==> config.mk <==
export PLATFORM = sky130hd
export DESIGN_NAME = pwrmgr_seq_flat
export DESIGN_NICKNAME = d
export VERILOG_FILES = /design/src/rtl/pwrmgr_seq_pkg.sv /design/src/rtl/pwrmgr_seq_if.sv /design/src/rtl/pwrmgr_seq_timer.sv /design/src/rtl/pwrmgr_seq.sv /design/src/flat_wrapper.sv
export SDC_FILE = /design/constraint.sdc
export NUM_CORES = 1
export LEC_CHECK = 0
export CORE_AREA = 4 4 41 43
export CTS_CLUSTER_SIZE = 10
export DETAILED_ROUTE_END_ITERATION = 8
export DIE_AREA = 0 0 45 47
export MAX_ROUTING_LAYER = met4
export PLACE_DENSITY = 0.71
export SYNTH_ARGS = -nofsm -noshare
export SYNTH_HDL_FRONTEND = slang
export SYNTH_SLANG_ARGS = --single-unit
==> constraint.sdc <==
create_clock -name clk -period 2.7 [get_ports clk]
set_clock_uncertainty 0.1 [all_clocks]
set_input_delay 0.675 -clock clk [delete_from_list [all_inputs] [get_ports clk]]
set_output_delay 0.675 -clock clk [all_outputs]
set_load 0.02 [all_outputs]
==> src/rtl/pwrmgr_seq_pkg.sv <==
// Shared types and helpers for the power sequencer.
package pwrmgr_seq_pkg;

    // One-hot sequencer states.
    typedef enum logic [3:0] {
        PmOff   = 4'b0001,
        PmArm   = 4'b0010,
        PmRun   = 4'b0100,
        PmDrain = 4'b1000
    } pm_state_e;

    // Level driven on gated pins while the soc is unpowered.
    localparam logic PmIdle = 1'b1;

    // Bits needed to hold 0..max_val, never less than one.
    function automatic int unsigned cnt_w(input int unsigned max_val);
        return (max_val < 1) ? 1 : $clog2(max_val + 1);
    endfunction

endpackage

==> src/rtl/pwrmgr_seq_if.sv <==
// Pin/soc-side signal bundle of the power sequencer.
interface pwrmgr_seq_if #(
    parameter int unsigned NUM_CH   = 1,
    parameter int unsigned NUM_WAKE = 1,
    parameter int unsigned CNT_W    = 8
);
    logic [NUM_WAKE-1:0] wake_n;
    logic                poweroff_rq;
    logic [NUM_CH-1:0]   soc_tx;
    logic [NUM_CH-1:0]   soc_rts;
    logic [NUM_CH-1:0]   uart_tx;
    logic [NUM_CH-1:0]   uart_rts;
    logic                soc_resetn;
    logic                running;
    logic [CNT_W-1:0]    boot_count;

    // Environment side: drives wake/soc signals, observes pins and status.
    modport master (
        output wake_n, poweroff_rq, soc_tx, soc_rts,
        input  uart_tx, uart_rts, soc_resetn, running, boot_count
    );

    // Sequencer side.
    modport slave (
        input  wake_n, poweroff_rq, soc_tx, soc_rts,
        output uart_tx, uart_rts, soc_resetn, running, boot_count
    );
endinterface

==> src/rtl/pwrmgr_seq_timer.sv <==
// Loadable down-counter with zero flag; stops at zero.
module pwrmgr_seq_timer
    import pwrmgr_seq_pkg::*;
#(
    parameter int unsigned Width = 1
) (
    input  logic             clk,
    input  logic             resetn,
    input  logic             load_i,
    input  logic [Width-1:0] load_val_i,
    input  logic             dec_i,
    output logic             zero_o
);
    logic [Width-1:0] cnt_d, cnt_q;

    // Load has priority over decrement.
    always_comb begin
        cnt_d = cnt_q;
        if (load_i) begin
            cnt_d = load_val_i;
        end else if (dec_i && (cnt_q != '0)) begin
            cnt_d = cnt_q - Width'(1);
        end
    end

    // Count register.
    always_ff @(posedge clk or negedge resetn) begin
        if (!resetn) begin
            cnt_q <= '0;
        end else begin
            cnt_q <= cnt_d;
        end
    end

    assign zero_o = (cnt_q == '0);
endmodule

==> src/rtl/pwrmgr_seq.sv <==
// Power sequencer: debounced wake, post-poweroff drain, cooldown, pin gating, boot counter.
module pwrmgr_seq
    import pwrmgr_seq_pkg::*;
#(
    parameter int unsigned         NUM_CH       = 1,
    parameter int unsigned         NUM_WAKE     = 1,
    parameter logic [NUM_WAKE-1:0] WAKE_MASK    = '1,
    parameter int unsigned         DEBOUNCE     = 1,
    parameter int unsigned         DRAIN_CYCLES = 0,
    parameter int unsigned         MIN_OFF      = 0,
    parameter int unsigned         CNT_W        = 8
) (
    input logic          clk,
    input logic          resetn,
    pwrmgr_seq_if.slave  bus
);
    if (DEBOUNCE < 1) begin : gen_bad_debounce
        $error("pwrmgr_seq: DEBOUNCE must be at least 1");
    end

    localparam int unsigned DbW    = cnt_w(DEBOUNCE - 1);
    localparam int unsigned DrMax  = (DRAIN_CYCLES > 0) ? DRAIN_CYCLES - 1 : 0;
    localparam int unsigned DrW    = cnt_w(DrMax);
    localparam int unsigned OffW   = cnt_w(MIN_OFF);
    localparam logic [DbW-1:0]  DbLast = DbW'(DEBOUNCE - 1);
    localparam logic [DrW-1:0]  DrLoad = DrW'(DrMax);
    localparam logic [OffW-1:0] OffLoad = OffW'(MIN_OFF);
    localparam logic DrNone = (DRAIN_CYCLES == 0);

    pm_state_e        state_d, state_q;
    logic [DbW-1:0]   db_cnt_d, db_cnt_q;
    logic [CNT_W-1:0] boot_count_d, boot_count_q;
    logic             wake;
    logic             dr_load, dr_dec, dr_zero;
    logic             off_load, off_dec, off_zero;
    logic             boot_inc;
    logic             st_run, st_drain;

    assign wake = |(~bus.wake_n & WAKE_MASK);

    pwrmgr_seq_timer #(.Width(DrW)) u_drain_timer (
        .clk        (clk),
        .resetn     (resetn),
        .load_i     (dr_load),
        .load_val_i (DrLoad),
        .dec_i      (dr_dec),
        .zero_o     (dr_zero)
    );

    pwrmgr_seq_timer #(.Width(OffW)) u_off_timer (
        .clk        (clk),
        .resetn     (resetn),
        .load_i     (off_load),
        .load_val_i (OffLoad),
        .dec_i      (off_dec),
        .zero_o     (off_zero)
    );

    // Next-state, timer controls and debounce counting.
    always_comb begin
        state_d  = state_q;
        db_cnt_d = db_cnt_q;
        dr_load  = 1'b0;
        dr_dec   = 1'b0;
        off_load = 1'b0;
        off_dec  = 1'b0;
        boot_inc = 1'b0;
        unique case (state_q)
            PmOff: begin
                if (!off_zero) begin
                    off_dec = 1'b1;  // cooldown: wake ignored
                end else if (wake) begin
                    if (DEBOUNCE == 1) begin
                        state_d  = PmRun;
                        boot_inc = 1'b1;
                    end else begin
                        state_d  = PmArm;
                        db_cnt_d = DbW'(1);
                    end
                end
            end
            PmArm: begin
                if (!wake) begin
                    state_d = PmOff;
                end else if (db_cnt_q == DbLast) begin
                    state_d  = PmRun;
                    boot_inc = 1'b1;
                end else begin
                    db_cnt_d = db_cnt_q + DbW'(1);
                end
            end
            PmRun: begin
                if (bus.poweroff_rq) begin
                    if (DrNone) begin
                        state_d  = PmOff;
                        off_load = 1'b1;
                    end else begin
                        state_d = PmDrain;
                        dr_load = 1'b1;
                    end
                end
            end
            PmDrain: begin
                if (dr_zero) begin
                    state_d  = PmOff;
                    off_load = 1'b1;
                end else begin
                    dr_dec = 1'b1;
                end
            end
            default: state_d = PmOff;
        endcase
    end

    // Saturating power-up counter.
    always_comb begin
        boot_count_d = boot_count_q;
        if (boot_inc && (boot_count_q != '1)) begin
            boot_count_d = boot_count_q + CNT_W'(1);
        end
    end

    // State and counter registers.
    always_ff @(posedge clk or negedge resetn) begin
        if (!resetn) begin
            state_q      <= PmOff;
            db_cnt_q     <= '0;
            boot_count_q <= '0;
        end else begin
            state_q      <= state_d;
            db_cnt_q     <= db_cnt_d;
            boot_count_q <= boot_count_d;
        end
    end

    assign st_run   = (state_q == PmRun);
    assign st_drain = (state_q == PmDrain);

    // With no drain phase the soc is cut off in the same cycle the request rises.
    assign bus.soc_resetn = resetn & (st_drain | (st_run & ~(bus.poweroff_rq & DrNone)));
    assign bus.running    = st_run;
    assign bus.boot_count = boot_count_q;
    assign bus.uart_tx    = (st_run | st_drain) ? bus.soc_tx  : {NUM_CH{PmIdle}};
    assign bus.uart_rts   = (st_run | st_drain) ? bus.soc_rts : {NUM_CH{PmIdle}};
endmodule

==> src/flat_wrapper.sv <==
// flat-port wrapper written by rule: the top's interface ports become plain ports
module pwrmgr_seq_flat import pwrmgr_seq_pkg::*;
#(
    parameter int unsigned         NUM_CH       = 1,
    parameter int unsigned         NUM_WAKE     = 1,
    parameter logic [NUM_WAKE-1:0] WAKE_MASK    = '1,
    parameter int unsigned         DEBOUNCE     = 1,
    parameter int unsigned         DRAIN_CYCLES = 0,
    parameter int unsigned         MIN_OFF      = 0,
    parameter int unsigned         CNT_W        = 8
)
  (clk, resetn, bus_wake_n, bus_poweroff_rq, bus_soc_tx, bus_soc_rts, bus_uart_tx, bus_uart_rts, bus_soc_resetn, bus_running, bus_boot_count);
  pwrmgr_seq_if #(.NUM_CH(NUM_CH), .NUM_WAKE(NUM_WAKE), .CNT_W(CNT_W)) bus_i ();
  input logic clk;
  input logic resetn;
  input wire logic [$bits(bus_i.wake_n)-1:0] bus_wake_n;
  input wire logic [$bits(bus_i.poweroff_rq)-1:0] bus_poweroff_rq;
  input wire logic [$bits(bus_i.soc_tx)-1:0] bus_soc_tx;
  input wire logic [$bits(bus_i.soc_rts)-1:0] bus_soc_rts;
  output wire logic [$bits(bus_i.uart_tx)-1:0] bus_uart_tx;
  output wire logic [$bits(bus_i.uart_rts)-1:0] bus_uart_rts;
  output wire logic [$bits(bus_i.soc_resetn)-1:0] bus_soc_resetn;
  output wire logic [$bits(bus_i.running)-1:0] bus_running;
  output wire logic [$bits(bus_i.boot_count)-1:0] bus_boot_count;
  assign bus_i.wake_n = bus_wake_n;
  assign bus_i.poweroff_rq = bus_poweroff_rq;
  assign bus_i.soc_tx = bus_soc_tx;
  assign bus_i.soc_rts = bus_soc_rts;
  assign bus_uart_tx = bus_i.uart_tx;
  assign bus_uart_rts = bus_i.uart_rts;
  assign bus_soc_resetn = bus_i.soc_resetn;
  assign bus_running = bus_i.running;
  assign bus_boot_count = bus_i.boot_count;
  pwrmgr_seq #(.NUM_CH(NUM_CH), .NUM_WAKE(NUM_WAKE), .WAKE_MASK(WAKE_MASK), .DEBOUNCE(DEBOUNCE), .DRAIN_CYCLES(DRAIN_CYCLES), .MIN_OFF(MIN_OFF), .CNT_W(CNT_W)) u_core (.clk(clk), .resetn(resetn), .bus(bus_i));
endmodule
==> metrics.md <==
| Metric | Value |
|---|---|
| Finish-stage setup viols | `0` |
| CTS max path bufs | `2` |
| Sum of negative setup slack | `0 ns` |
| Slew at the pin closest to its max-slew limit | `0.2670 ns` |
| Mapped Cells | `45` |
| Seq cells post-synth | `11` |
| CTS hold repair buffers | `0` |
| Final Cycle Share | `95.75%` |
| Largest net degree at the start of global routing | `12` |
| Total grt overflow | `0` |
| Fin util | `a little under three fifths` |
| Routed wire length | `1054 um` |
| Post-synth ARST share | `between 90% and 100%` |
| R2R setup slack | `0.81 ns` |
| # IOs | `18` |
| Post-Synthesis Cell Area | `520.5 sq um` |
| CTS Buf Count | `3` |
| Syn avg cell area | `11.57 sq um` |
| Min Tclk post-route | `2.585 ns` |
| Finished Layout Cells | `83` |
| Power Density | `887.0 nW/um^2` |
| Routed vias/inst | `4.952` |
| Die area | `approximately 2100 sq um` |
| Status | `completed` |
| Core box area | `1301 sq um` |
| Post-CTS sizing | `1` |
| Via count | `411` |
| FILL cells | `119` |
| Inserted Diodes | `0` |
| Slew HR | `between 80% and 90%` |
| Clock latency on the worst-skew pair | `0.26 ns` |
| Detailed Route Iter0 Violations | `4` |
| Initial antenna violation count | `0` |
| Initial DRT Pass Iterations | `3` |
| Synth area leaders | `dfrtp_1, xnor2_1, a41oi_4, dfstp_2, xor2_1` |
| Setup CP Type | `in -> out` |
| Die width | `45 um` |
| Seq/Total Area, Yosys | `53.13%` |
| DP Wirelength | `829.2 um` |
| Die Y | `47 um` |
| Clock Sinks | `11` |
| CP max FO | `1` |
| Synth-to-layout area growth | `43.99%` |
| FMAX | `386.8 MHz` |
| Ys flop type | `dfrtp_1` |
| WP data required | `1.92 ns` |
| Initial Util | `40.00%` |
| CP endpoint kind | `primary output` |
| Most frequent cells in the layout | `clkdlybuf4s50_1, dfrtp_1, nand2_1, xnor2_1` |
| CTS tree | `yes` |
| H-tree Lvls | `1` |
| Hold Violations, Final | `0` |
| Dpl cell area | `just over 700 sq um` |
| Fraction of layout cells with a size suffix above 1 | `between 10% and 20%` |
| Startpoint Class | `primary input` |
| Peak VDD IR | `between 0.5 and 0.6 mV` |
| Leak Pwr | `0.3296 nW` |
| Commonest non-fill, non-tap cell in the layout | `clkdlybuf4s50_1` |
| WL/cell | `12.70 um` |
| # Post-CTS Setup Buffers | `0` |
| Design area | `749.5 sq um` |
| Total track usage | `about an eighth` |
| Clock Root Buffer | `clkbuf_4` |
| Inst Count DP | `79` |
| Yosys Warn Count | `0` |
| Arrival time worst endpoint | `1.81 ns` |
| Vias in the first global route | `about 430` |
| DRC viols | `0` |
| Post-synth top area cell | `dfrtp_1` |
| Syn_nets | `52` |
| Post-synth cell types | `21` |
| First-pass GRT wire length | `between 1500 and 2000 um` |
| Final Wtd Congestion | `0.7102` |
| Rows | `13` |
| Worst Hold Class | `reg -> reg` |
| EDFF count, synth | `0` |
| Routed Antenna Nets | `0` |
| RSZ-0062 raised after global routing | `no` |
| Clock-pin slew on the worst setup and hold paths | `0.07 ns` |
| Final net count | `76` |
| Top cell type's share of synthesized area | `48.08%` |
| Max_cap viols | `0` |
| Max-slew violation count | `0` |
| Port Buffers | `17` |
## worst paths after layout
kind / start / to / depth (start not counted)
worst max-delay path: bus_soc_rts / bus_uart_rts / 3
worst min-delay path: u_core.bus.boot_count[7] / u_core.bus.boot_count[7] / 1
worst max register to register: u_core.state_q[0] / u_core.bus.boot_count[1] / 3
worst min register to register: u_core.bus.boot_count[7] / u_core.bus.boot_count[7] / 1
max in group asynchronous: resetn / u_core.state_q[0] / 2
min in group asynchronous: resetn / u_core.bus.boot_count[2] / 2
## critical path, stage by stage
cell	delay (ns)
clkdlybuf4s50_1	0.44
nand2b_1	0.09
clkdlybuf4s50_1	0.60
## area by class of cell
type	count	area, sq um	share of cell area, %
flip-flops and latches	11	276.5	36.89
multi-input cells	31	232.7	31.05
repair buffers	19	183.9	24.54
clock buffers	4	26.28	3.506
well taps	15	18.77	2.504
inverters	3	11.26	1.503
## Yosys cell counts, drive strengths merged (2+ instances only)
master and n:
a21oi 2, and3 2, nand2 4, o21ai 2
dfrtp 10, nand4 2, inv 3, nor3 2
xor2 2, xnor2 4, nand2b 2
## routing by layer
metal  up-vias  part of all wire (%)  track usage, %  routed length (um)
met2         8                    48           18.64                 505
met3         4                   2.4           3.448                  25
met5         -                     0               -                   0
met4         0                   1.3           5.263                  14
met1       195                    48           17.61                 509
li1        204                     -               -                   -
## cells by family after synthesis
logic type / Yosys count / synth area share, %
AO/OA/AOI/OAI: 5 / 9.135
flip-flops: 11 / 53.13
AND/OR/NAND/NOR: 18 / 20.91
buffers and inverters: 3 / 2.163
multiplexers: 1 / 2.163
adder cells (fa/ha/maj): 1 / 2.403
XOR/XNOR: 6 / 10.10
## power breakdown
part	leakage, nW	internal [W]	switching (W)
registers	0.139	0.000217	0.0000656
clock network	0.0150	0.0000571	0.0000536
logic	0.175	0.000140	0.000132
## sequential cells by signal, indices dropped and copies added, names as in the netlist
name                      count
u_core.u_off_timer.cnt_q      1
u_core.state_q                2
u_core.bus.boot_count         8
## per-stage QoR
stage | hold WS (ns) | total power, W | setup slack (ns)
6_report | 0.4229 | 0.0006648 | 0.1147
5_1_grt | 0.4609 | 0.0007188 | 0.06688
3_5_place_dp | 0.4061 | 0.0005593 | -0.06807
2_1_floorplan | 0.2794 | 0.0004293 | 0.6618
3_3_place_gp | 0.4046 | 0.0005566 | -0.06400
4_1_cts | 0.4223 | 0.0006721 | 0.1089
(Power assumes the default switching activity.)
